--- src/rtl/video_compositor.sv ---
// video_compositor: background mode select plus priority-ordered overlay compositing.
// Two-stage pipeline: stage 1 registers the background, the masked layer hits and the layer
// colours; stage 2 composites and registers the output pixel. Sync, valid and blank are
// delayed by the same two cycles.
// Mode and layer enables are held in a shadow that loads only on new_frame_in, so a
// configuration change never tears mid-frame.
// Optional build macro ALPHA_BLEND_EN: layer 0 is averaged with whatever lies beneath it
// instead of replacing it.
module video_compositor #(
  parameter int unsigned NUM_LAYERS      = 4,
  parameter int unsigned PIXEL_WIDTH     = 24,
  parameter logic [23:0] HIGHLIGHT_COLOR = 24'hFF77AA
) (
  input  logic                         clk_in,
  input  logic                         rst_in,
  input  logic                         new_frame_in,
  input  logic [1:0]                   mode_in,
  input  logic [NUM_LAYERS-1:0]        layer_en_in,
  input  logic [PIXEL_WIDTH-1:0]       camera_pixel_in,
  input  logic [7:0]                   camera_y_in,
  input  logic                         thresholded_pixel_in,
  input  logic [NUM_LAYERS-1:0]        layer_hit_in,
  input  logic [NUM_LAYERS*24-1:0]     layer_color_in,
  input  logic                         valid_in,
  input  logic                         hsync_in,
  input  logic                         vsync_in,
  input  logic                         blank_in,
  output logic [PIXEL_WIDTH-1:0]       pixel_out,
  output logic                         valid_out,
  output logic                         hsync_out,
  output logic                         vsync_out,
  output logic                         blank_out,
  output logic [1:0]                   active_mode_out
);

  // Shadow configuration
  logic [1:0]              r_mode;
  logic [NUM_LAYERS-1:0]   r_en;

  // Stage 1
  logic [23:0]             r_bg;
  logic [NUM_LAYERS-1:0]   r_act;
  logic [NUM_LAYERS*24-1:0] r_color;
  logic                    r_valid1, r_hsync1, r_vsync1, r_blank1;

  // Combinational
  logic [23:0]             w_bg;
  logic [23:0]             w_top;
`ifdef ALPHA_BLEND_EN
  logic [23:0]             w_under;
  logic [8:0]              w_sum;
`endif

  assign active_mode_out = r_mode;

  // Shadow config loads at frame start only; a pixel in the same cycle still sees the old value
  always_ff @(posedge clk_in or posedge rst_in) begin
    if (rst_in) begin
      r_mode <= 2'd0;
      r_en   <= '0;
    end else if (new_frame_in) begin
      r_mode <= mode_in;
      r_en   <= layer_en_in;
    end
  end

  // Background selection from the latched mode
  always_comb begin
    w_bg = camera_pixel_in;
    unique case (r_mode)
      2'd0: w_bg = camera_pixel_in;
      2'd1: w_bg = {camera_y_in, camera_y_in, camera_y_in};
      2'd2: w_bg = thresholded_pixel_in ? HIGHLIGHT_COLOR
                                        : {camera_y_in, camera_y_in, camera_y_in};
      2'd3: w_bg = thresholded_pixel_in ? 24'hFFFFFF : 24'h000000;
    endcase
  end

  // Stage 1 registers: background, enabled hits, colours and timing signals
  always_ff @(posedge clk_in or posedge rst_in) begin
    if (rst_in) begin
      r_bg     <= '0;
      r_act    <= '0;
      r_color  <= '0;
      r_valid1 <= 1'b0;
      r_hsync1 <= 1'b0;
      r_vsync1 <= 1'b0;
      r_blank1 <= 1'b0;
    end else begin
      r_bg     <= w_bg;
      r_act    <= layer_hit_in & r_en;
      r_color  <= layer_color_in;
      r_valid1 <= valid_in;
      r_hsync1 <= hsync_in;
      r_vsync1 <= vsync_in;
      r_blank1 <= blank_in;
    end
  end

  // Composite: scan from lowest priority upward so the lowest active index wins
`ifdef ALPHA_BLEND_EN
  always_comb begin
    w_under = r_bg;
    w_sum   = '0;
    for (int k = NUM_LAYERS - 1; k >= 1; k--) begin
      if (r_act[k]) w_under = r_color[24*k +: 24];
    end
    w_top = w_under;
    if (r_act[0]) begin
      for (int c = 0; c < 3; c++) begin
        w_sum = {1'b0, r_color[8*c +: 8]} + {1'b0, w_under[8*c +: 8]};
        w_top[8*c +: 8] = w_sum[8:1];
      end
    end
  end
`else
  always_comb begin
    w_top = r_bg;
    for (int k = NUM_LAYERS - 1; k >= 0; k--) begin
      if (r_act[k]) w_top = r_color[24*k +: 24];
    end
  end
`endif

  // Stage 2 registers: blanking forces black regardless of mode or layers
  always_ff @(posedge clk_in or posedge rst_in) begin
    if (rst_in) begin
      pixel_out <= '0;
      valid_out <= 1'b0;
      hsync_out <= 1'b0;
      vsync_out <= 1'b0;
      blank_out <= 1'b0;
    end else begin
      pixel_out <= r_blank1 ? '0 : w_top;
      valid_out <= r_valid1;
      hsync_out <= r_hsync1;
      vsync_out <= r_vsync1;
      blank_out <= r_blank1;
    end
  end

endmodule

--- config.mk ---
export PLATFORM = sky130hd
export DESIGN_NAME = video_compositor
export DESIGN_NICKNAME = d
export VERILOG_FILES = /design/src/rtl/video_compositor.sv
export SDC_FILE = /design/constraint.sdc
export NUM_CORES = 1
export LEC_CHECK = 0
export ABC_AREA = 0
export ABC_CLOCK_PERIOD_IN_PS = 9150
export CORE_MARGIN = 3
export CORE_UTILIZATION = 50
export CTS_CLUSTER_SIZE = 30
export DETAILED_ROUTE_END_ITERATION = 8
export GPL_TIMING_DRIVEN = 0
export PLACE_DENSITY_LB_ADDON = 0.1
export SETUP_SLACK_MARGIN = 0.1
export SYNTH_ARGS = -nofsm -noshare
export SYNTH_HDL_FRONTEND = slang
export SYNTH_SLANG_ARGS = --single-unit
--- constraint.sdc ---
create_clock -name clk_in -period 9.15 [get_ports clk_in]
set_input_delay 1.83 -clock clk_in [delete_from_list [all_inputs] [get_ports clk_in]]
set_output_delay 1.83 -clock clk_in [all_outputs]
set_load 0.01 [all_outputs]
==> results of run 1 <==
==> cell type report <==
type / count / area [um^2] / area share, %
plain buffers: 22 / 121.4 / 1.494
multi-input cells: 179 / 1396 / 17.19
inverters: 4 / 20.02 / 0.2464
clock inverters: 3 / 65.06 / 0.8007
well taps: 136 / 170.2 / 2.094
repair buffers: 175 / 1769 / 21.77
clock buffers: 29 / 529.3 / 6.514
flip-flops and latches: 162 / 4054 / 49.89
==> routing by layer <==
layer  vias to the layer above  GRT usage [%]  routed length, um
met1                      1884          31.26               5822
li1                       1719              -                  -
met3                        20          7.174                875
met5                         -              0                  0
met4                         0          7.218                214
met2                       136          39.05               7161
==> power by group <==
| part | switching (uW) | total (uW) | internal, uW |
|---|---|---|---|
| clock network | 261 | 701 | 440 |
| registers | 21.2 | 794 | 772 |
| logic | 107 | 235 | 128 |
==> path summary, 6_finish.rpt <==
check	endpoint	slack [ns]	from
max in group asynchronous	r_color[51]	6.54	rst_in
hold / removal	valid_out	0.35	r_valid1
setup reg to reg	pixel_out[21]	7.49	r_act[1]
min in group asynchronous	r_hsync1	1.79	rst_in
hold reg to reg	valid_out	0.35	r_valid1
setup / recovery	active_mode_out[0]	5.74	active_mode_out[0]
==> registers in the layout (all words and copies together) (netlist names) <==
signal,cells
pixel_out,24
active_mode_out,2
blank_out,1
r_hsync1,1
r_bg,24
r_en,4
valid_out,1
r_blank1,1
r_vsync1,1
r_valid1,1
r_color,96
r_act,4
vsync_out,1
hsync_out,1
==> kinds of logic (layout without fill, tap and decap cells) <==
kind of cell	count (synthesis)	after routing	share of synthesized area (%)
flops	162	162	72.56
compound gates	95	95	13.28
mux	47	47	8.533
simple gates	37	37	3.180
buf+inv	26	233	2.441
==> per-stage QoR <==
step / instances / util (%)
2_1_floorplan: 367 / -
3_3_place_gp: 677 / 70.73
3_5_place_dp: 678 / 71.04
4_1_cts: 710 / 76.64
5_1_grt: 710 / 76.64
6_report: 710 / 76.64
==> cell usage in the layout (no fill, tap or decap) <==
cell,instances
clkdlybuf4s50_1,174
dfrtp_1,162
mux2i_1,42
nor2_1,22
o22ai_1,22
a21oi_1,21
o21ai_0,19
a2111oi_2,19
clkbuf_16,16
clkbuf_1,14
clkbuf_8,8
buf_2,7
a221oi_1,6
mux2_2,5
and2_1,4
buf_4,3
nor2b_1,3
inv_1,3
nand2_1,3
a211oi_1,2
buf_6,2
a2111oi_0,2
bufinv_16,2
and2_0,1
nor3_2,1
nor3b_1,1
o31a_1,1
a221o_1,1
a21o_1,1
or2b_1,1
or3b_1,1
o21bai_1,1
clkbuf_4,1
inv_6,1
clkinv_2,1
buf_16,1
==> impl_metrics.yaml, run 1 <==
placement:
  gp_congestion: 0.7699
  dp_slack_ns: 5.730
  dpl-instance-area_um2: 7531
  portBuffers: 174
  dp_hpwl_mm: 10.06
setup_path:
  path_depth: 1
  crit_type: "flop to output port"
  crit_family: "buffers and inverters"
  ff2ff_path_depth: 4
  max_stage_delay_ns: 0.61
  endpoint_kind: "output port"
  path_cells: "clkdlybuf4s50_1"
  crit_path_max_fanout: 6
  crit_required_ns: 7.32
  cp_data_arrival_time_ns: 1.58
  critPathSlowestCell: "clkdlybuf4s50_1"
  path_buf_inv: 1
  critPathLaunchType: "flop"
synth:
  syn-cell-area_um2: 5587
  netlist.area_leader.share_pct: 72.56
  yosysWarnings: 0
  async_reset_ff_share_pct: 100.0
  synth_most_common_cell: "dfrtp_1"
  synth_area_leaders: "dfrtp_1 73%, mux2i_1 7.5%, a2111oi_2 5.1%"
  yosysSeqAreaShare_pct: 72.56
  synthCells: 367
  synth-seq-cells: 162
  synth_nets: 513
  synth_ff_type: "dfrtp_1"
  synth_area_per_cell_um2: 15.22
  synth-edff-count: 0
  yosysUniqueCellTypes: 29
  synth.top_cells.by_count: "162 x dfrtp_1, 42 x mux2i_1, 22 x nor2_1, 22 x o22ai_1, 21 x a21oi_1"
  synth_top_area_cell: "dfrtp_1"
sta:
  holdWs_ns: 0.3487
  fin_crit_ns: 3.413
  tightest_slew_ns: 0.8623
  rsz0062_at_grt: "false"
  post-route-period-util_pct: 37.31
  hold_viol: 0
  setup_viol: 0
  slew_viol_final: 0
  max_freq_ghz: 0.2930
  slew_headroom_pct: 42.52
  fin_skew_ns: 0.006306
  tns_ns: 0
  setup_ws_ns: 5.737
clocking:
  postCtsHoldBufs: 0
  root_buffer: "clkbuf_8"
  cts_buffer_depth: 2
  cts_buffers: 17
  cts.sinks: 162
  htreeDepth: 4
  cts_tree: "done"
  post_cts_buffers: 0
  cts_resized: 0
  worstSkewPairLatency_ns: 0.53
  cts.reportedPaths.clkPinSlew_ns: 0.06
floorplan:
  die_w_um: 111.7
  coreArea_um2: 10600
  initial_utilization_pct: 52.70
  rows: 37
  io-pin-count: 176
  die_h_um: 111.7
  die-area_um2: 12480
route:
  vias: 3759
  routed_wl_mm: 14.07
  drc: 0
  ant_nets: 0
  drtPass1Iterations: 4
  routed_via_density: 5.294
  drt_iter0_markers: 309
  wl_per_cell_um: 19.82
global_route:
  grt_first_pass_wirelength_mm: 22.58
  grtUsageTotal_pct: 23.95
  antenna_found_initial: 0
  grt_overflow: 0
  grt_max_degree: 85
  grt_pass1_vias: 4152
pwr:
  max-vdd-ir-drop_v: 0.0001502
  totalPowerFinal_uw: 1729
  p_per_area_nw_per_um2: 212.8
  leakage_uw: 0.003422
cells_and_area:
  drive_above_1_share_pct: 11.67
  areaGrowthSynthToFinish_pct: 45.44
  nNetsFinal: 707
  fill_cells: 671
  final_area_um2: 8125
  antenna_cells: 0
hold_path:
  hold_depth: 0
  min_path_type: "flop to flop"
flow_run:
  drv_cap: 0
status:
  outcome: "finished clean"
Power figures use the tool's default switching activity.
==> run 2, diff against run 1 <==
ABC_CLOCK_PERIOD_IN_PS = 3440   (was 9150)
CORE_UTILIZATION = 46   (was 50)
clock period = 3.44 ns   (was 9.15 ns; I/O delays follow)
==> impl_metrics.yaml, run 2 (synthesis results as in run 1) <==
setup_path:
  critPathLaunchType: "flop"
  crit_family: "buffers and inverters"
  path_buf_inv: 1
  crit_type: "flop to output port"
  endpoint_kind: "output port"
  crit_path_max_fanout: 6
  crit_required_ns: 2.75
  timing.rr.start: "r_act[1]"
  critPathSlowestCell: "clkdlybuf4s50_1"
  cp_data_arrival_time_ns: 1.42
  crit_start: "active_mode_out[0]"
  path_cells: "clkdlybuf4s50_1"
  max_stage_delay_ns: 0.59
floorplan:
  die-area_um2: 13500
  die_w_um: 116.2
  initial_utilization_pct: 47.90
  rows: 39
  io-pin-count: 176
  die_h_um: 116.2
  coreArea_um2: 11660
global_route:
  antenna_found_initial: 0
  grt_overflow: 0
  grt_max_degree: 45
  grtUsageTotal_pct: 21.61
  grt_pass1_vias: 4042
  grt_first_pass_wirelength_mm: 21.38
clocking:
  worstSkewPairLatency_ns: 0.42
  cts_buffers: 17
  post_cts_buffers: 0
  cts_resized: 0
  root_buffer: "clkbuf_16"
  cts_buffer_depth: 2
  cts_tree: "done"
  cts.reportedPaths.clkPinSlew_ns: 0.06
  htreeDepth: 4
  cts.sinks: 162
  postCtsHoldBufs: 0
status:
  outcome: "finished clean"
placement:
  gp_congestion: 0.7715
  dp_slack_ns: 1.195
  dp_hpwl_mm: 10.12
  portBuffers: 174
  dpl-instance-area_um2: 7591
cells_and_area:
  largest_reg_flops: 96
  fill_cells: 817
  multiInputGateArea_um2: 1396
  final_area_um2: 8152
  post-route-util_pct: 69.90
  final_cell_mix: "174 x clkdlybuf4s50_1, 162 x dfrtp_1, 42 x mux2i_1, 22 x nor2_1, 22 x o22ai_1"
  antenna_cells: 0
  largest-register: "r_color"
  regArea_um2: 4054
  areaGrowthSynthToFinish_pct: 45.91
  final_common_cell: "clkdlybuf4s50_1"
  drive_above_1_share_pct: 12.31
  nNetsFinal: 710
  largestRegisters: "r_color (96), pixel_out (24), r_bg (24)"
route:
  ant_nets: 0
  drtPass1Iterations: 4
  routed_wl_mm: 13.76
  drt_iter0_markers: 270
  wl_per_cell_um: 19.11
  routed_via_density: 5.149
  vias: 3707
  drc: 0
sta:
  slew_viol_final: 0
  setup_ws_ns: 1.327
  fin_skew_ns: 0.007885
  tightest_slew_ns: 0.8314
  tns_ns: 0
  rsz0062_at_grt: "false"
  hold_viol: 0
  slew_headroom_pct: 44.57
  fin_crit_ns: 2.113
  post-route-period-util_pct: 61.42
  max_freq_ghz: 0.4733
  setup_viol: 0
  holdWs_ns: 0.3535
pwr:
  p_per_area_nw_per_um2: 552.6
  leakage_uw: 0.003412
  max-vdd-ir-drop_v: 0.0003426
hold_path:
  min_path_type: "flop to flop"
  worstHoldStart: "r_valid1"
flow_run:
  drv_cap: 0
==> run 2: report_power, final <==
group / switching (uW) / internal [uW]
logic: 277 / 347
registers: 56.0 / 2050
clock network: 718 / 1050
total: 1050 / 3450
==> run 2: per-stage QoR <==
stage                     power [uW]  cells
after global routing            4687    720
after global placement          2749    684
after detailed placement        2774    688
after floorplan                 2419    367
final                           4505    720
after CTS                       4549    720
==> run 2: cell type report <==
type | instances | area share [%]
inverter | 4 | 0.2302
multi-input combinational | 179 | 17.13
sequential | 162 | 49.73
timing repair buffer | 178 | 22.35
buffer | 22 | 1.489
clock inverter | 8 | 0.9670
tap | 143 | 2.195
clock buffer | 24 | 5.909
==> run 2: path summary, 6_finish.rpt <==
path / endpoint / slack (ns) / cells past startpoint
worst max-delay path: active_mode_out[0] / 1.33 / 1
worst min-delay path: valid_out / 0.35 / 0
worst max register to register: pixel_out[8] / 1.77 / 3
worst min register to register: valid_out / 0.35 / 0
max in group asynchronous: r_color[38] / 2.03 / 4
min in group asynchronous: r_color[10] / 0.60 / 2
==> run 2: worst reg2reg max path: stages (launching register included) <==
cell and delay, ns:
dfrtp_1 0.44, nor3_2 0.50, buf_2 0.43, a2111oi_2 0.15
==> run 2: layer usage <==
layer | part of all wire [%] | GRT usage (%) | wire (um)
met5 | 0 | 0 | 0
met4 | 1.6 | 7.193 | 216
met3 | 7.5 | 7.565 | 1028
met2 | 52 | 36.36 | 7125
met1 | 39 | 26.15 | 5389
